===== config.mk =====
export PLATFORM = sky130hd
export DESIGN_NAME = cpu_bus_arbiter
export DESIGN_NICKNAME = d
export VERILOG_FILES = /design/src/rtl/cpu_bus_arbiter.sv
export SDC_FILE = /design/constraint.sdc
export NUM_CORES = 1
export LEC_CHECK = 0
export BUFFER_PORTS_ARGS = -buffer_cell sky130_fd_sc_hd__buf_2
export CAP_MARGIN = 20
export CORE_MARGIN = 2
export CORE_UTILIZATION = 45
export DETAILED_ROUTE_END_ITERATION = 12
export PLACE_DENSITY_LB_ADDON = 0.05
export SYNTH_ARGS = -nofsm -noshare
export SYNTH_HDL_FRONTEND = slang
export SYNTH_SLANG_ARGS = --single-unit
export TNS_END_PERCENT = 10

===== constraint.sdc =====
create_clock -name clk -period 3.8 [get_ports clk]
set_clock_uncertainty 0.2 [all_clocks]
set_input_delay 0.76 -clock clk [delete_from_list [all_inputs] [get_ports clk]]
set_output_delay 0.76 -clock clk [all_outputs]
set_load 0.05 [all_outputs]

===== src/rtl/cpu_bus_arbiter.sv =====
// cpu_bus_arbiter: shares one CPU bus master between two requesters.
// Round-robin grants, per-port read data, watchdog abort of dead cycles.
module cpu_bus_arbiter #(
  parameter int dw      = 32,
  parameter int aw      = 32,
  parameter int TIMEOUT = 1024
) (
  input  logic          clk,
  input  logic          rst,
  input  logic          req0_cpu_start,
  input  logic [aw-1:0] req0_cpu_address,
  input  logic [3:0]    req0_cpu_selection,
  input  logic          req0_cpu_write,
  input  logic [dw-1:0] req0_cpu_data_wr,
  output logic          req0_cpu_active,
  output logic [dw-1:0] req0_cpu_data_rd,
  input  logic          req1_cpu_start,
  input  logic [aw-1:0] req1_cpu_address,
  input  logic [3:0]    req1_cpu_selection,
  input  logic          req1_cpu_write,
  input  logic [dw-1:0] req1_cpu_data_wr,
  output logic          req1_cpu_active,
  output logic [dw-1:0] req1_cpu_data_rd,
  output logic          cpu_start,
  output logic          cpu_write,
  output logic [aw-1:0] cpu_address,
  output logic [3:0]    cpu_selection,
  output logic [dw-1:0] cpu_data_wr,
  input  logic          cpu_active,
  input  logic [dw-1:0] cpu_data_rd,
  output logic          bus_grant,
  output logic          bus_timeout
);

  localparam int WW = $clog2(TIMEOUT);
  localparam logic [WW-1:0] WD_MAX = WW'(TIMEOUT - 1);
  localparam logic [dw-1:0] DEAD = dw'(32'hDEAD_BEEF);

  typedef enum logic [1:0] {IDLE, REQ, BUSY, HOLD} state_t;

  state_t        state_q;
  logic          last_q;
  logic [WW-1:0] wdog_q;
  logic          start_q;
  logic          write_q;
  logic [aw-1:0] addr_q;
  logic [3:0]    sel_q;
  logic [dw-1:0] wdata_q;
  logic [dw-1:0] rd0_q;
  logic [dw-1:0] rd1_q;
  logic          grant_q;
  logic          to_q;
  logic          win_d;
  logic          busy_w;

  // Port 1 wins when alone, or on a tie if port 0 went last.
  assign win_d = req1_cpu_start &
                 (~req0_cpu_start | ~last_q);

  always_ff @(posedge clk) begin
    if (rst) begin
      state_q <= IDLE;
      last_q  <= 1'b1;
      wdog_q  <= '0;
      start_q <= 1'b0;
      write_q <= 1'b0;
      addr_q  <= '0;
      sel_q   <= '0;
      wdata_q <= '0;
      rd0_q   <= '0;
      rd1_q   <= '0;
      grant_q <= 1'b0;
      to_q    <= 1'b0;
    end else begin
      to_q <= 1'b0;
      unique case (state_q)
        IDLE: begin
          if (req0_cpu_start | req1_cpu_start) begin
            grant_q <= win_d;
            last_q  <= win_d;
            start_q <= 1'b1;
            wdog_q  <= '0;
            state_q <= REQ;
            if (win_d) begin
              addr_q  <= req1_cpu_address;
              sel_q   <= req1_cpu_selection;
              write_q <= req1_cpu_write;
              wdata_q <= req1_cpu_data_wr;
            end else begin
              addr_q  <= req0_cpu_address;
              sel_q   <= req0_cpu_selection;
              write_q <= req0_cpu_write;
              wdata_q <= req0_cpu_data_wr;
            end
          end
        end
        REQ: begin
          if (cpu_active) begin
            start_q <= 1'b0;
            state_q <= BUSY;
          end else if (wdog_q == WD_MAX) begin
            start_q <= 1'b0;
            to_q    <= 1'b1;
            state_q <= HOLD;
            if (grant_q) rd1_q <= DEAD;
            else         rd0_q <= DEAD;
          end else begin
            wdog_q <= wdog_q + WW'(1);
          end
        end
        BUSY: begin
          if (!cpu_active) begin
            state_q <= HOLD;
            if (!write_q) begin
              if (grant_q) rd1_q <= cpu_data_rd;
              else         rd0_q <= cpu_data_rd;
            end
          end
        end
        HOLD: state_q <= IDLE;
      endcase
    end
  end

  assign busy_w = (state_q == REQ) ||
                  (state_q == BUSY);

  assign req0_cpu_active = ~grant_q &
                           ((cpu_active & busy_w) | to_q);
  assign req1_cpu_active = grant_q &
                           ((cpu_active & busy_w) | to_q);

  assign req0_cpu_data_rd = rd0_q;
  assign req1_cpu_data_rd = rd1_q;
  assign cpu_start     = start_q;
  assign cpu_write     = write_q;
  assign cpu_address   = addr_q;
  assign cpu_selection = sel_q;
  assign cpu_data_wr   = wdata_q;
  assign bus_grant     = grant_q;
  assign bus_timeout   = to_q;

endmodule

Word-level counts from Yosys, hierarchy flattened
Cells that the tools add are included.
- $add $sub $neg: 1
- equality and inequality tests: 15
- multiplexer cells: 32
- bitwise operators: 11
- reductions and logical operators: 11
- operators by type and width (kind ; count):
    $mux 32 ; 14
    $pmux 32 s2 ; 2
    $mux 10 ; 3
    $ne 2x2->1 const B ; 10
    $pmux 10 s2 ; 1
    $reduce_and 7->1 ; 2
    $add 10x1->10 const B ; 1
    $eq 10x10->1 const B ; 1
    $mux 2 ; 4
    $pmux 2 s4 ; 1
    $reduce_and 3->1 ; 2
    $mux 1 ; 5
    $and 1x1->1 ; 4
    $eq 2x2->1 const B ; 2
    $mux 4 ; 1
    $not 1->1 ; 4
    $reduce_and 4->1 ; 1
    $reduce_bool 2->1 ; 2
    $ne 3x3->1 const B ; 1
    $or 1x1->1 ; 3
    $reduce_or 3->1 ; 1
    $eq 2x1->1 const B ; 1
    $logic_not 2->1 ; 1
    $pmux 1 s2 ; 1
    2 further kinds ; 2
- flip-flop bits (word level): 149
- output and inout port bits: 138
- logic and storage cells: 82

Logic depth before layout (Yosys ltp)
- depth after elaboration: 5
- depth in mapped cells: 9
- gate-level depth less buffers: 6

Least setup slack after synthesis
Ideal clock, no wire load.
- path kind: in2out
- start point: input cpu_active
- end point: output req1_cpu_active
- arrival: 1.547 ns
- data required time: 2.840 ns
- slack: 1.293 ns
- stages: 2
- cell sequence: a21oi_1 nor2b_1
- cells in the longest elaborated chain, start to end: 3
- RTL lines (element ; line ; RTL):
    from (decl) ; 29 ; input logic cpu_active,
    $and 1x1->1 ; 131 ; ((cpu_active & busy_w) | to_q);
    $or 1x1->1 ; 131 ;
    $and 1x1->1 ; 130 ; assign req1_cpu_active = grant_q &
    to (decl) ; 22 ; output logic req1_cpu_active,
No other way between the ends.

Worst setup path after layout
- start point: register state_q[1]
- end point: register rd1_q[13] (netlist: req1_cpu_data_rd[13])
- cells in the longest elaborated chain, start to end: 3
- RTL lines (element ; line ; RTL):
    from (decl) ; 41 ; state_t state_q;
    from (signal assigned) ; 62 ; state_q <= IDLE;
    from (signal assigned) ; 83 ; state_q <= REQ;
    from (signal assigned) ; 100 ; state_q <= BUSY;
    $eq 2x2->1 / $eq 2x1->1 (equally long branches) ; 76 ; unique case (state_q)
    $ne 2x2->1 (no source line) / $reduce_bool 2->1 (equally long branches) ; - ;
    $reduce_and 7->1 (no source line) ; - ;
    to (signal assigned) ; 115 ; if (grant_q) rd1_q <= cpu_data_rd;
    to (decl) ; 50 ; logic [dw-1:0] rd1_q;
Several ways; a longest one is shown, not always the timed one.
A chain may end at the register's enable or synchronous reset.

==> metrics.txt <==
CTS buffer count=17; largest net degree at the start of global routing=90; EDFF count, synth=0; Hold Buf Count CTS=0; number of max-cap violations=0; Synth Net Count=885; root buffer cell=clkbuf_16; fin. max-slew vios=0; dominant synthesized flop cell=dfxtp_1; status=finished, final reports clean; critical path cell sequence=inv_1 -> ha_1 -> inv_2 -> o41ai_4 -> nand2_4 -> mux2i_1; commonest non-fill, non-tap cell in the layout=buf_2; first-pass iteration count of the detailed router=4; Syn Inst Count=706; post-cts sizing count=0; FILL cells=1346; RSZ-0062 raised after global routing=no; Psw=0.003131 W; cell leakage power=4.638 nW; DRC Markers=0; H-tree levels=4; crit path launch type=flop; CP endpoint kind=flop; Clock Latency Late Sink=430 ps; Initial Util=0.4623; Slew headroom=0.4683; Crit Path Category=flop to flop; Hold Violations, Final=0; chip height=126.2 um; pwr dens=771.1 nW/um^2; commonest non-fill, non-tap cells in the layout=buf_2 (311), dfxtp_1 (149), mux2i_1 (117); #FFs+latches synth=149; min-delay worst type=flop to flop; Setup Buffers After CTS=0; All-Layer GR Usage=0.2349; # nets final=1168; Finished Cell Area=9024 sq um; combinational fraction of design power=0.445; Worst EP required=3940 ps; final wirelength=19110 um; routed len/inst=16.01 um; layout cells sized above 1=0.3623; Yosys cell types=43; TritonCTS clock tree=done; CP bufs+invs=2; number of top-level pins=313; Synth area leaders=dfxtp_1 (44%), mux2i_1 (17%), a211oi_1 (8.2%); Post-DP HPWL=13900 um; gpl congestion=0.8150; DRT iter0 DRCs=244; PortBufs=312; Final min period=2773 ps; DRT antenna net count=0; CP top delay family=compound AO/OA/AOI/OAI gates; total core area=14530 sq um; # rows=44; DIE WIDTH=126.2 um; post-synth top area share=0.4439; switching share of total power=0.4499; vias in the first global route=5735; Mapped Area=6719 sq um; clock share of power=0.251; Pint=0.003828 W; CP arrival=2920 ps; Final setup viols=0; worst stage delay on the critical path=750 ps; Post-DP Area=8388 sq um; Final Cycle Share=0.7296; via count=6090; Max FO, Critical Path=24; synthesis-to-finish area growth=34.30%; global-route wire length before repair=29700 um; register area share after synthesis=0.4439; placed insts=1154; Clock Path Buffers=2; Synthesis Warnings=0; clock slew at reported path FFs=60 ps; Layout Cells excl Fill=1193; asr flop ratio synth=0; syn avg cell area=9.517 sq um; total gr overflow=0; setup_tns=0 ps; die area=15920 sq um; worst slew pin tran=789.3 ps; Fmax=360.7 MHz; clk sinks=149; initial antenna violation count=9; Vias per Instance=5.105; largest area contributor in the netlist=dfxtp_1; CP max-delay cell=o41ai_4; Max rail drop VDD=0.4873 mV; Reg power frac=0.304
tightest hold or removal path, stage by stage, from the launching register on:
cell     delay [ps]
dfxtp_1         300
o21ai_0          60
a21oi_1          60
through the flow:
stage          hold WS, ps  power, W  worst slack [ps]    util
3_5_place_dp         263.0  0.005251              1059  0.5771
5_1_grt              288.2  0.007329             798.4  0.6205
3_3_place_gp         259.2  0.005241              1140  0.5771
2_1_floorplan        249.2  0.004507              1293       -
4_1_cts              272.9  0.007013              1052  0.6197
6_report             270.2  0.006959              1027  0.6209
cell families after synthesis:
| logic type | share of synthesized area |
|---|---|
| compound gates | 0.1782 |
| fa+ha+maj | 0.007449 |
| buf+inv | 0.05437 |
| flops | 0.4439 |
| mux | 0.1743 |
| simple gates | 0.1417 |
synth_stat cells, types with 2 or more instances:
master	count
nand2_1	4
and4_1	2
clkbuf_1	46
or3_1	2
a41oi_1	3
ha_1	4
a211o_1	2
o31ai_1	7
o21a_1	2
buf_2	7
a21o_1	27
nand4_1	16
a21oi_1	33
or4_1	5
buf_6	4
nand2_4	2
nand2b_1	50
mux2i_1	117
o21ai_0	20
a211oi_1	73
nor2b_1	4
and2_1	3
nand3_1	4
dfxtp_1	149
inv_1	28
nor2_1	75
power groups by stage:
stage | registers [W] | logic, W | clock network [W]
after CTS | 0.00212 | 0.00311 | 0.00178
after global routing | 0.00216 | 0.00333 | 0.00184
after global placement | 0.00214 | 0.00310 | 0
final | 0.00212 | 0.00310 | 0.00175
after detailed placement | 0.00214 | 0.00311 | 0
after floorplan | 0.00333 | 0.00118 | 0
state kept, by name, summed over array words and instances, names as in the netlist:
name / cells
cpu_address: 32
cpu_data_wr: 32
req0_cpu_data_rd: 32
req1_cpu_data_rd: 32
wdog_q: 10
cpu_selection: 4
state_q: 2
bus_grant: 1
bus_timeout: 1
cpu_start: 1
cpu_write: 1
last_q: 1
final cells by class:
class	instances	area, sq um	share of cell area
tap	184	230.2	0.02551
timing repair buffer	322	1677	0.1858
clock inverter	12	151.4	0.01678
inverter	29	108.9	0.01206
multi-input combinational	470	3390	0.3756
clock buffer	20	466.7	0.05172
sequential	149	2983	0.3306
antenna	7	17.52	0.001941
final timing paths:
path,start,endpoint,slack [ps],cells after the start
max,state_q[1]$_SDFFE_PP0P_,req1_cpu_data_rd[13]$_SDFFE_PP0P_,1030,6
min,req1_cpu_data_rd[8]$_SDFFE_PP0P_,req1_cpu_data_rd[8]$_SDFFE_PP0P_,270,2
max reg2reg,state_q[1]$_SDFFE_PP0P_,req1_cpu_data_rd[13]$_SDFFE_PP0P_,1030,6
min reg2reg,req1_cpu_data_rd[8]$_SDFFE_PP0P_,req1_cpu_data_rd[8]$_SDFFE_PP0P_,270,2
layer usage:
layer  track usage  share of wire  up-vias
met2        0.3763           0.48      210
li1              -              -     3109
met3       0.09941          0.089       31
met5             0         0.0014        -
met4       0.09761          0.022        4
met1        0.2775           0.41     2736
(Power assumes the default switching activity.)
